$ cat config.mk
export PLATFORM = sky130hd
export DESIGN_NAME = accum_drain_pool_flat
export DESIGN_NICKNAME = d
export VERILOG_FILES = /design/src/rtl/accum_drain_pool_pkg.sv /design/src/rtl/accum_drain_pool_if.sv /design/src/rtl/accum_drain_pool_pool_addr_gen.sv /design/src/rtl/accum_drain_pool.sv /design/src/flat_wrapper.sv
export SDC_FILE = /design/constraint.sdc
export NUM_CORES = 1
export LEC_CHECK = 0
export CAP_MARGIN = 20
export CORE_MARGIN = 1
export CORE_UTILIZATION = 25
export DETAILED_ROUTE_END_ITERATION = 10
export GPL_TIMING_DRIVEN = 1
export MAX_ROUTING_LAYER = met4
export PLACE_DENSITY = 0.43
export SLEW_MARGIN = 20
export SYNTH_ARGS = -nofsm -noshare
export SYNTH_HDL_FRONTEND = slang
export SYNTH_SLANG_ARGS = --single-unit
$ cat constraint.sdc
create_clock -name Clk -period 11.2 [get_ports Clk]
set_input_delay 1.12 -clock Clk [delete_from_list [all_inputs] [get_ports Clk]]
set_output_delay 1.12 -clock Clk [all_outputs]
set_load 0.05 [all_outputs]
$ cat src/rtl/accum_drain_pool_pkg.sv
// Shared float32 helpers and FSM encoding for the accumulator drain / pooling stage.
package accum_drain_pool_pkg;

    typedef logic [31:0] fp32_t;

    localparam fp32_t FP_ZERO = 32'h0000_0000;

    // Reads per output group when 2x2 pooling is enabled.
    localparam int POOL_READS = 4;

    localparam logic [2:0] ST_IDLE    = 3'd0;
    localparam logic [2:0] ST_FETCH   = 3'd1;
    localparam logic [2:0] ST_COLLECT = 3'd2;
    localparam logic [2:0] ST_OUT     = 3'd3;
    localparam logic [2:0] ST_FIN     = 3'd4;

    // Map sign-magnitude onto an unsigned key so an integer compare gives float order;
    // both zeros share one key so they compare equal.
    function automatic logic [31:0] fp_order_key(input fp32_t x);
        if (x[30:0] == 31'd0) begin
            return 32'h8000_0000;
        end else if (x[31]) begin
            return ~x;
        end else begin
            return {1'b1, x[30:0]};
        end
    endfunction

    // On ties the first operand (the earlier word) wins.
    function automatic fp32_t fp_max(input fp32_t a, input fp32_t b);
        return (fp_order_key(b) > fp_order_key(a)) ? b : a;
    endfunction

    function automatic fp32_t fp_relu(input fp32_t x);
        return x[31] ? FP_ZERO : x;
    endfunction

endpackage

$ cat src/rtl/accum_drain_pool_if.sv
// Buffer read port and result stream bundled for the drain stage.
interface accum_drain_pool_if #(
    parameter int DataWidth = 32,
    parameter int AddrWidth = 16
);
    logic                 rd_en;
    logic [AddrWidth-1:0] rd_addr;
    logic [DataWidth-1:0] rd_data;
    logic [DataWidth-1:0] out_data;
    logic                 out_valid;
    logic                 out_ready;
    logic                 out_last;

    modport master (
        output rd_en, rd_addr, out_data, out_valid, out_last,
        input  rd_data, out_ready
    );

    modport slave (
        input  rd_en, rd_addr, out_data, out_valid, out_last,
        output rd_data, out_ready
    );
endinterface

$ cat src/rtl/accum_drain_pool_pool_addr_gen.sv
// Address walker for the drain: row/column/row-base counters, per-group read index
// and last-group detection, built from adders only.
module pool_addr_gen
    import accum_drain_pool_pkg::*;
#(
    parameter int MaxRowWidth = 9,
    parameter int MaxColWidth = 9,
    parameter int AddrWidth   = 16
) (
    input  logic                   Clk,
    input  logic                   Rst,
    input  logic                   init,
    input  logic [MaxRowWidth-1:0] row_in,
    input  logic [MaxColWidth-1:0] col_in,
    input  logic                   pool_in,
    input  logic                   fetch,
    input  logic                   advance,
    output logic [AddrWidth-1:0]   rd_addr,
    output logic                   first_read,
    output logic                   last_read,
    output logic                   group_last
);
    localparam int RW = MaxRowWidth + 2;
    localparam int CW = MaxColWidth + 2;

    logic [MaxRowWidth-1:0] row_q, row_d;
    logic [MaxColWidth-1:0] col_q, col_d;
    logic                   pool_q, pool_d;
    logic [1:0]             k_q, k_d;
    logic [RW-1:0]          r_q, r_d;
    logic [CW-1:0]          c_q, c_d;
    logic [AddrWidth-1:0]   row_base_q, row_base_d;

    logic [RW-1:0]        step_r, step2_r;
    logic [CW-1:0]        step_c, step2_c;
    logic [AddrWidth-1:0] row_step;
    logic                 last_row, last_col;

    always_comb begin
        step_r   = pool_q ? RW'(2) : RW'(1);
        step2_r  = pool_q ? RW'(4) : RW'(2);
        step_c   = pool_q ? CW'(2) : CW'(1);
        step2_c  = pool_q ? CW'(4) : CW'(2);
        row_step = pool_q ? AddrWidth'({col_q, 1'b0}) : AddrWidth'(col_q);
        // A group is the last along an axis when one more step would run past the edge;
        // this also drops an odd trailing row/column in pool mode.
        last_row   = (r_q + step2_r) > RW'(row_q);
        last_col   = (c_q + step2_c) > CW'(col_q);
        group_last = last_row & last_col;
        first_read = (k_q == 2'd0);
        last_read  = !pool_q || (k_q == 2'(POOL_READS - 1));
        // Pool order (r,c),(r,c+1),(r+1,c),(r+1,c+1): k[1] selects the lower row, k[0] the right column.
        rd_addr = row_base_q + AddrWidth'(c_q)
                + (k_q[1] ? AddrWidth'(col_q) : '0)
                + AddrWidth'(k_q[0]);
    end

    always_comb begin
        row_d      = row_q;
        col_d      = col_q;
        pool_d     = pool_q;
        k_d        = k_q;
        r_d        = r_q;
        c_d        = c_q;
        row_base_d = row_base_q;
        if (init) begin
            row_d      = row_in;
            col_d      = col_in;
            pool_d     = pool_in;
            k_d        = '0;
            r_d        = '0;
            c_d        = '0;
            row_base_d = '0;
        end else begin
            if (fetch) begin
                k_d = last_read ? 2'd0 : k_q + 2'd1;
            end
            if (advance) begin
                if (last_col) begin
                    c_d        = '0;
                    r_d        = r_q + step_r;
                    row_base_d = row_base_q + row_step;
                end else begin
                    c_d = c_q + step_c;
                end
            end
        end
    end

    always_ff @(posedge Clk) begin
        if (Rst) begin
            row_q      <= '0;
            col_q      <= '0;
            pool_q     <= 1'b0;
            k_q        <= '0;
            r_q        <= '0;
            c_q        <= '0;
            row_base_q <= '0;
        end else begin
            row_q      <= row_d;
            col_q      <= col_d;
            pool_q     <= pool_d;
            k_q        <= k_d;
            r_q        <= r_d;
            c_q        <= c_d;
            row_base_q <= row_base_d;
        end
    end

endmodule

$ cat src/rtl/accum_drain_pool.sv
// Drains one float32 partial-sum map, applying optional ReLU and 2x2 max pooling,
// and streams the results over a valid/ready port.
module accum_drain_pool
    import accum_drain_pool_pkg::*;
#(
    parameter int DataWidth   = 32,
    parameter int MaxRowWidth = 9,
    parameter int MaxColWidth = 9,
    parameter int AddrWidth   = 16
) (
    input  logic                   Clk,
    input  logic                   Rst,
    input  logic                   start,
    input  logic [MaxRowWidth-1:0] row_in,
    input  logic [MaxColWidth-1:0] col_in,
    input  logic                   relu_en,
    input  logic                   pool_en,
    output logic                   busy,
    output logic                   done,
    accum_drain_pool_if.master     bus
);
    logic [2:0] state_q, state_d;
    logic       relu_q, relu_d;
    logic       rd_pend_q, rd_pend_d;
    logic       rd_first_q, rd_first_d;
    fp32_t      acc_q, acc_d;
    fp32_t      out_data_q, out_data_d;
    logic       out_valid_q, out_valid_d;
    logic       out_last_q, out_last_d;

    logic                 accept, g_zero, handshake, advance, rd_en;
    logic                 first_read, last_read, group_last;
    logic [AddrWidth-1:0] rd_addr;
    logic [DataWidth-1:0] rd_word;
    fp32_t                acc_fold;

    assign accept    = (state_q == ST_IDLE) && start;
    assign rd_en     = (state_q == ST_FETCH);
    assign handshake = out_valid_q && bus.out_ready;
    assign advance   = (state_q == ST_OUT) && handshake && !group_last;
    // G is zero exactly when some dimension has no complete step.
    assign g_zero    = pool_en ? ((row_in[MaxRowWidth-1:1] == '0) || (col_in[MaxColWidth-1:1] == '0))
                               : ((row_in == '0) || (col_in == '0));

    pool_addr_gen #(
        .MaxRowWidth (MaxRowWidth),
        .MaxColWidth (MaxColWidth),
        .AddrWidth   (AddrWidth)
    ) u_addr_gen (
        .Clk        (Clk),
        .Rst        (Rst),
        .init       (accept),
        .row_in     (row_in),
        .col_in     (col_in),
        .pool_in    (pool_en),
        .fetch      (rd_en),
        .advance    (advance),
        .rd_addr    (rd_addr),
        .first_read (first_read),
        .last_read  (last_read),
        .group_last (group_last)
    );

    assign rd_word  = bus.rd_data;
    assign acc_fold = rd_first_q ? rd_word : fp_max(acc_q, rd_word);

    always_comb begin
        state_d     = state_q;
        relu_d      = relu_q;
        rd_pend_d   = rd_en;
        rd_first_d  = rd_en && first_read;
        acc_d       = rd_pend_q ? acc_fold : acc_q;
        out_data_d  = out_data_q;
        out_valid_d = out_valid_q;
        out_last_d  = out_last_q;
        case (state_q)
            ST_IDLE: begin
                if (start) begin
                    relu_d  = relu_en;
                    state_d = g_zero ? ST_FIN : ST_FETCH;
                end
            end
            ST_FETCH: begin
                if (last_read) begin
                    state_d = ST_COLLECT;
                end
            end
            ST_COLLECT: begin
                // The final word of the group lands this cycle.
                out_data_d  = relu_q ? fp_relu(acc_fold) : acc_fold;
                out_valid_d = 1'b1;
                out_last_d  = group_last;
                state_d     = ST_OUT;
            end
            ST_OUT: begin
                if (handshake) begin
                    out_valid_d = 1'b0;
                    out_last_d  = 1'b0;
                    state_d     = group_last ? ST_FIN : ST_FETCH;
                end
            end
            ST_FIN: begin
                state_d = ST_IDLE;
            end
            default: begin
                state_d = ST_IDLE;
            end
        endcase
    end

    always_ff @(posedge Clk) begin
        if (Rst) begin
            state_q     <= ST_IDLE;
            relu_q      <= 1'b0;
            rd_pend_q   <= 1'b0;
            rd_first_q  <= 1'b0;
            acc_q       <= FP_ZERO;
            out_data_q  <= FP_ZERO;
            out_valid_q <= 1'b0;
            out_last_q  <= 1'b0;
        end else begin
            state_q     <= state_d;
            relu_q      <= relu_d;
            rd_pend_q   <= rd_pend_d;
            rd_first_q  <= rd_first_d;
            acc_q       <= acc_d;
            out_data_q  <= out_data_d;
            out_valid_q <= out_valid_d;
            out_last_q  <= out_last_d;
        end
    end

    assign busy          = (state_q == ST_FETCH) || (state_q == ST_COLLECT) || (state_q == ST_OUT);
    assign done          = (state_q == ST_FIN);
    assign bus.rd_en     = rd_en;
    assign bus.rd_addr   = rd_addr;
    assign bus.out_data  = out_data_q;
    assign bus.out_valid = out_valid_q;
    assign bus.out_last  = out_last_q;

endmodule

$ cat src/flat_wrapper.sv
// flat-port wrapper written by rule: the top's interface ports become plain ports
module accum_drain_pool_flat import accum_drain_pool_pkg::*;
#(
    parameter int DataWidth   = 32,
    parameter int MaxRowWidth = 9,
    parameter int MaxColWidth = 9,
    parameter int AddrWidth   = 16
)
  (Clk, Rst, start, row_in, col_in, relu_en, pool_en, busy, done, bus_rd_en, bus_rd_addr, bus_out_data, bus_out_valid, bus_out_last, bus_rd_data, bus_out_ready);
  accum_drain_pool_if #(.DataWidth(DataWidth), .AddrWidth(AddrWidth)) bus_i ();
  input  logic Clk;
  input  logic Rst;
  input  logic start;
  input  logic [MaxRowWidth-1:0] row_in;
  input  logic [MaxColWidth-1:0] col_in;
  input  logic relu_en;
  input  logic pool_en;
  output logic busy;
  output logic done;
  output wire logic [$bits(bus_i.rd_en)-1:0] bus_rd_en;
  output wire logic [$bits(bus_i.rd_addr)-1:0] bus_rd_addr;
  output wire logic [$bits(bus_i.out_data)-1:0] bus_out_data;
  output wire logic [$bits(bus_i.out_valid)-1:0] bus_out_valid;
  output wire logic [$bits(bus_i.out_last)-1:0] bus_out_last;
  input wire logic [$bits(bus_i.rd_data)-1:0] bus_rd_data;
  input wire logic [$bits(bus_i.out_ready)-1:0] bus_out_ready;
  assign bus_rd_en = bus_i.rd_en;
  assign bus_rd_addr = bus_i.rd_addr;
  assign bus_out_data = bus_i.out_data;
  assign bus_out_valid = bus_i.out_valid;
  assign bus_out_last = bus_i.out_last;
  assign bus_i.rd_data = bus_rd_data;
  assign bus_i.out_ready = bus_out_ready;
  accum_drain_pool #(.DataWidth(DataWidth), .MaxRowWidth(MaxRowWidth), .MaxColWidth(MaxColWidth), .AddrWidth(AddrWidth)) u_core (.Clk(Clk), .Rst(Rst), .start(start), .row_in(row_in), .col_in(col_in), .relu_en(relu_en), .pool_en(pool_en), .busy(busy), .done(done), .bus(bus_i));
endmodule
==> results.tsv <==
metric	value	unit
status	complete, no violations	
pre-CTS setup slack	4.69	ns
Max rail drop VDD	0.0000897	V
Slew Limit Fails	0	
worst skew pair latency	0.43	ns
total placed instance area	11100	um^2
core region area	37700	um^2
worst reg2reg startpoint	u_core.u_addr_gen.pool_q	
final number of hold-violating endpoints	0	
gp weighted congestion	0.813	
number of global-route vias before repair	8279	
clock period minus final worst setup slack	6.01	ns
drt total wl	29.7	mm
maximum fanout along the worst path	23	
combined global-route utilization of all metal layers	0.160	
Max clock buf depth	2	
final non-filler cell area	11700	um^2
net load switching power	0.565	mW
die boundary width	198	um
Cell Count Post-Placement	1724	
H-tree depth reported by CTS	4	
share of power burned in combinational logic	0.279	
Routed wire per std cell	16.9	um
FFs w/ async S/R, synth	0	
violation count after the first detailed-routing iteration	340	
worst min-delay path startpoint	u_core.bus.out_data[18]	
kind of end point of the critical path	flip-flop	
number of enable-type register cells in the synthesized netlist	0	
post-synthesis cell type count	65	
first element of the critical path	bus_rd_data[2]	
area of the mapped netlist	9560	um^2
worst hold-check path type	flip-flop to flip-flop	
crit path launch type	input port	
count of warnings emitted by yosys	0	
min setup slack post-route	5.19	ns
net count after synthesis	1308	
maximum number of pins on one net before global-route repair	72	
total negative slack	0	ns
clock tree from TritonCTS	done	
number of detailed-route iterations in the first pass	5	
height of the die	198	um
drt drc	0	
sequential share of the synthesized area	0.274	
Top Ports	109	
clock root cell	clkbuf_16	
total power density per cell area	141	nW/um^2
Buffers on Ports	108	
number of cells produced by synthesis	1153	
required arrival time at the worst endpoint	11.50	ns
count of hold buffers inserted by post-cts repair	0	
Post-synth top flop	dfxtp_1	
slew at the pin with the worst max-slew slack	1.02	ns
static power due to leakage	4.80	nW
crit share post-route	0.537	
unrepaired setup endpoints after global routing	false	
routed via count divided by cell count	4.77	
critical path data arrival time	6.31	ns
post-route insts no fill	1755	
worst clock skew	0.0102	ns
FMAX	166	MHz
share of final-layout standard cells stronger than drive strength 1	0.0788	
Std-Cell Rows	71	
ANT nets after route	0	
Internal	1.09	mW
fraction of power consumed by sequential logic	0.317	
critical path class	input port to flip-flop	
number of flip-flops and latches in the synthesized netlist	131	
Area growth syn-to-layout	22.8	%
Die Area	39000	um^2
power share of the clock group	0.404	
estimated wirelength of the detail-placed design	21.5	mm
Util after Layout	0.312	
number of nets in the layout	1387	
starting utilization of the core area	0.254	
total clock buffers created by CTS	17	
total congestion overflow after global routing	0	
via count	8380	
first-pass GRT wire length	46.9	mm
count of instances resized after the clock tree is built	0	
number of antenna cells inserted	0	
worst-case headroom to the max-slew limit	0.323	
initial antenna violation count	0	
fraction of power spent switching nets	0.342	
synthesized area divided by synthesized cell count	8.29	um^2
clock transition at the register clock pins on the worst setup and hold paths after CTS	0.06	ns
number of sinks handled by clock tree synthesis	131	
max_cap viols	0	
number of endpoints failing setup at the final stage	0	
number of setup buffers added after CTS	0	
## state kept, by name, indices dropped and copies added (netlist names)
signal	count
u_core.u_addr_gen.pool_q	1
u_core.rd_pend_q	1
u_core.bus.out_valid	1
u_core.rd_first_q	1
u_core.u_addr_gen.k_q	2
u_core.relu_q	1
u_core.bus.out_data	32
u_core.acc_q	32
u_core.u_addr_gen.c_q	11
u_core.u_addr_gen.r_q	11
u_core.state_q	3
u_core.u_addr_gen.row_q	9
u_core.u_addr_gen.col_q	9
u_core.bus.out_last	1
u_core.u_addr_gen.row_base_q	16
## power by group through the flow
stage                     clock network (mW)  registers, mW  logic [mW]
after global routing                   0.703          0.527       0.509
after floorplan                            0          0.548       0.302
after detailed placement                   0          0.534       0.465
after CTS                              0.686          0.523       0.467
after global placement                     0          0.533       0.463
final                                  0.667          0.523       0.461
## synth_stat cells, drive strengths merged (10+ instances only)
cell | instances | share of area
ha | 84 | 0.11
mux2i | 72 | 0.075
or4 | 10 | 0.0086
nand4 | 21 | 0.014
or3 | 21 | 0.014
xnor2 | 56 | 0.051
inv | 42 | 0.016
o21ai | 72 | 0.049
dfxtp | 131 | 0.27
nand2 | 150 | 0.059
nor2 | 101 | 0.040
and2 | 10 | 0.0065
buf | 23 | 0.020
nor4 | 23 | 0.015
fa | 15 | 0.031
clkbuf | 40 | 0.016
nor2b | 10 | 0.0065
nor3 | 14 | 0.0085
xor2 | 40 | 0.037
nand3 | 32 | 0.018
a21oi | 82 | 0.043
o31ai | 11 | 0.010
## path summary, 6_finish.rpt
path / depth (start not counted) / endpoint / slack (ns)
worst min-delay path: 2 / u_core.bus.out_data[18] / 0.45
worst max-delay path: 15 / u_core.bus.out_data[3] / 5.19
worst max register to register: 14 / u_core.u_addr_gen.r_q[10] / 6.25
worst min register to register: 2 / u_core.bus.out_data[18] / 0.45
## kinds of logic (layout without fill, tap and decap cells)
logic type      count (synthesis)  count (layout)  share of synthesized area
fa+ha+maj                      99              99                      0.141
flops                         131             131                      0.274
mux                            72              72                     0.0754
xor+xnor                       96              96                     0.0880
compound gates                230             230                      0.159
buf+inv                       106             197                     0.0525
simple gates                  419             419                      0.210
## cells in the final DEF (no fill, tap or decap), types with 6 or more instances in the layout
master,netlist,routed
clkbuf_16,0,17
nor2b_1,10,10
xor2_1,40,40
a21o_1,7,7
mux2i_1,72,72
o21ai_2,30,30
clkdlybuf4s50_1,0,106
o31ai_1,10,10
ha_1,84,84
nor4_1,23,23
nor3_1,13,13
nand4_1,21,21
or3_1,21,21
nand2b_1,8,8
nand2_1,150,150
dfxtp_1,131,130
fa_1,15,15
buf_4,4,14
a211oi_1,6,6
bufinv_16,0,6
and2_1,10,10
inv_1,42,42
o21ai_0,42,42
or4_1,8,8
nor2_1,101,99
xnor2_1,56,56
a21oi_1,82,82
nand3_1,31,31
## metal layers
metal  wire, um  track usage  up-vias
met4        263       0.0347        0
li1           -            -     4226
met3        986       0.0230       26
met5          0            -        -
met1      13900        0.199     3975
met2      14500        0.273      153
## worst max-delay path: stages
cell	delay [ns]
clkdlybuf4s50_1	0.55
nor4_1	0.56
nand4_1	0.24
nor2_2	0.62
buf_8	0.23
nor2_1	0.06
ha_1	0.31
nand4_1	0.16
or4_4	0.58
o21bai_2	0.16
o22ai_2	0.15
nor3_4	0.62
buf_4	0.51
mux2i_1	0.38
o21ai_2	0.07
## area by class of cell
type,count,area [um^2]
fill,4076,25900
multi-input combinational,916,6450
sequential,131,2620
timing repair buffer,123,1190
tap,511,639
clock buffer,19,453
clock inverter,12,226
inverter,43,161
## stage by stage
step / power, mW / hold slack [ns]
5_1_grt: 1.74 / 0.474
3_5_place_dp: 0.999 / 0.443
6_report: 1.65 / 0.453
4_1_cts: 1.68 / 0.459
3_3_place_gp: 0.996 / 0.439
2_1_floorplan: 0.850 / 0.436
Note: power is estimated with default switching activity, not from simulation.
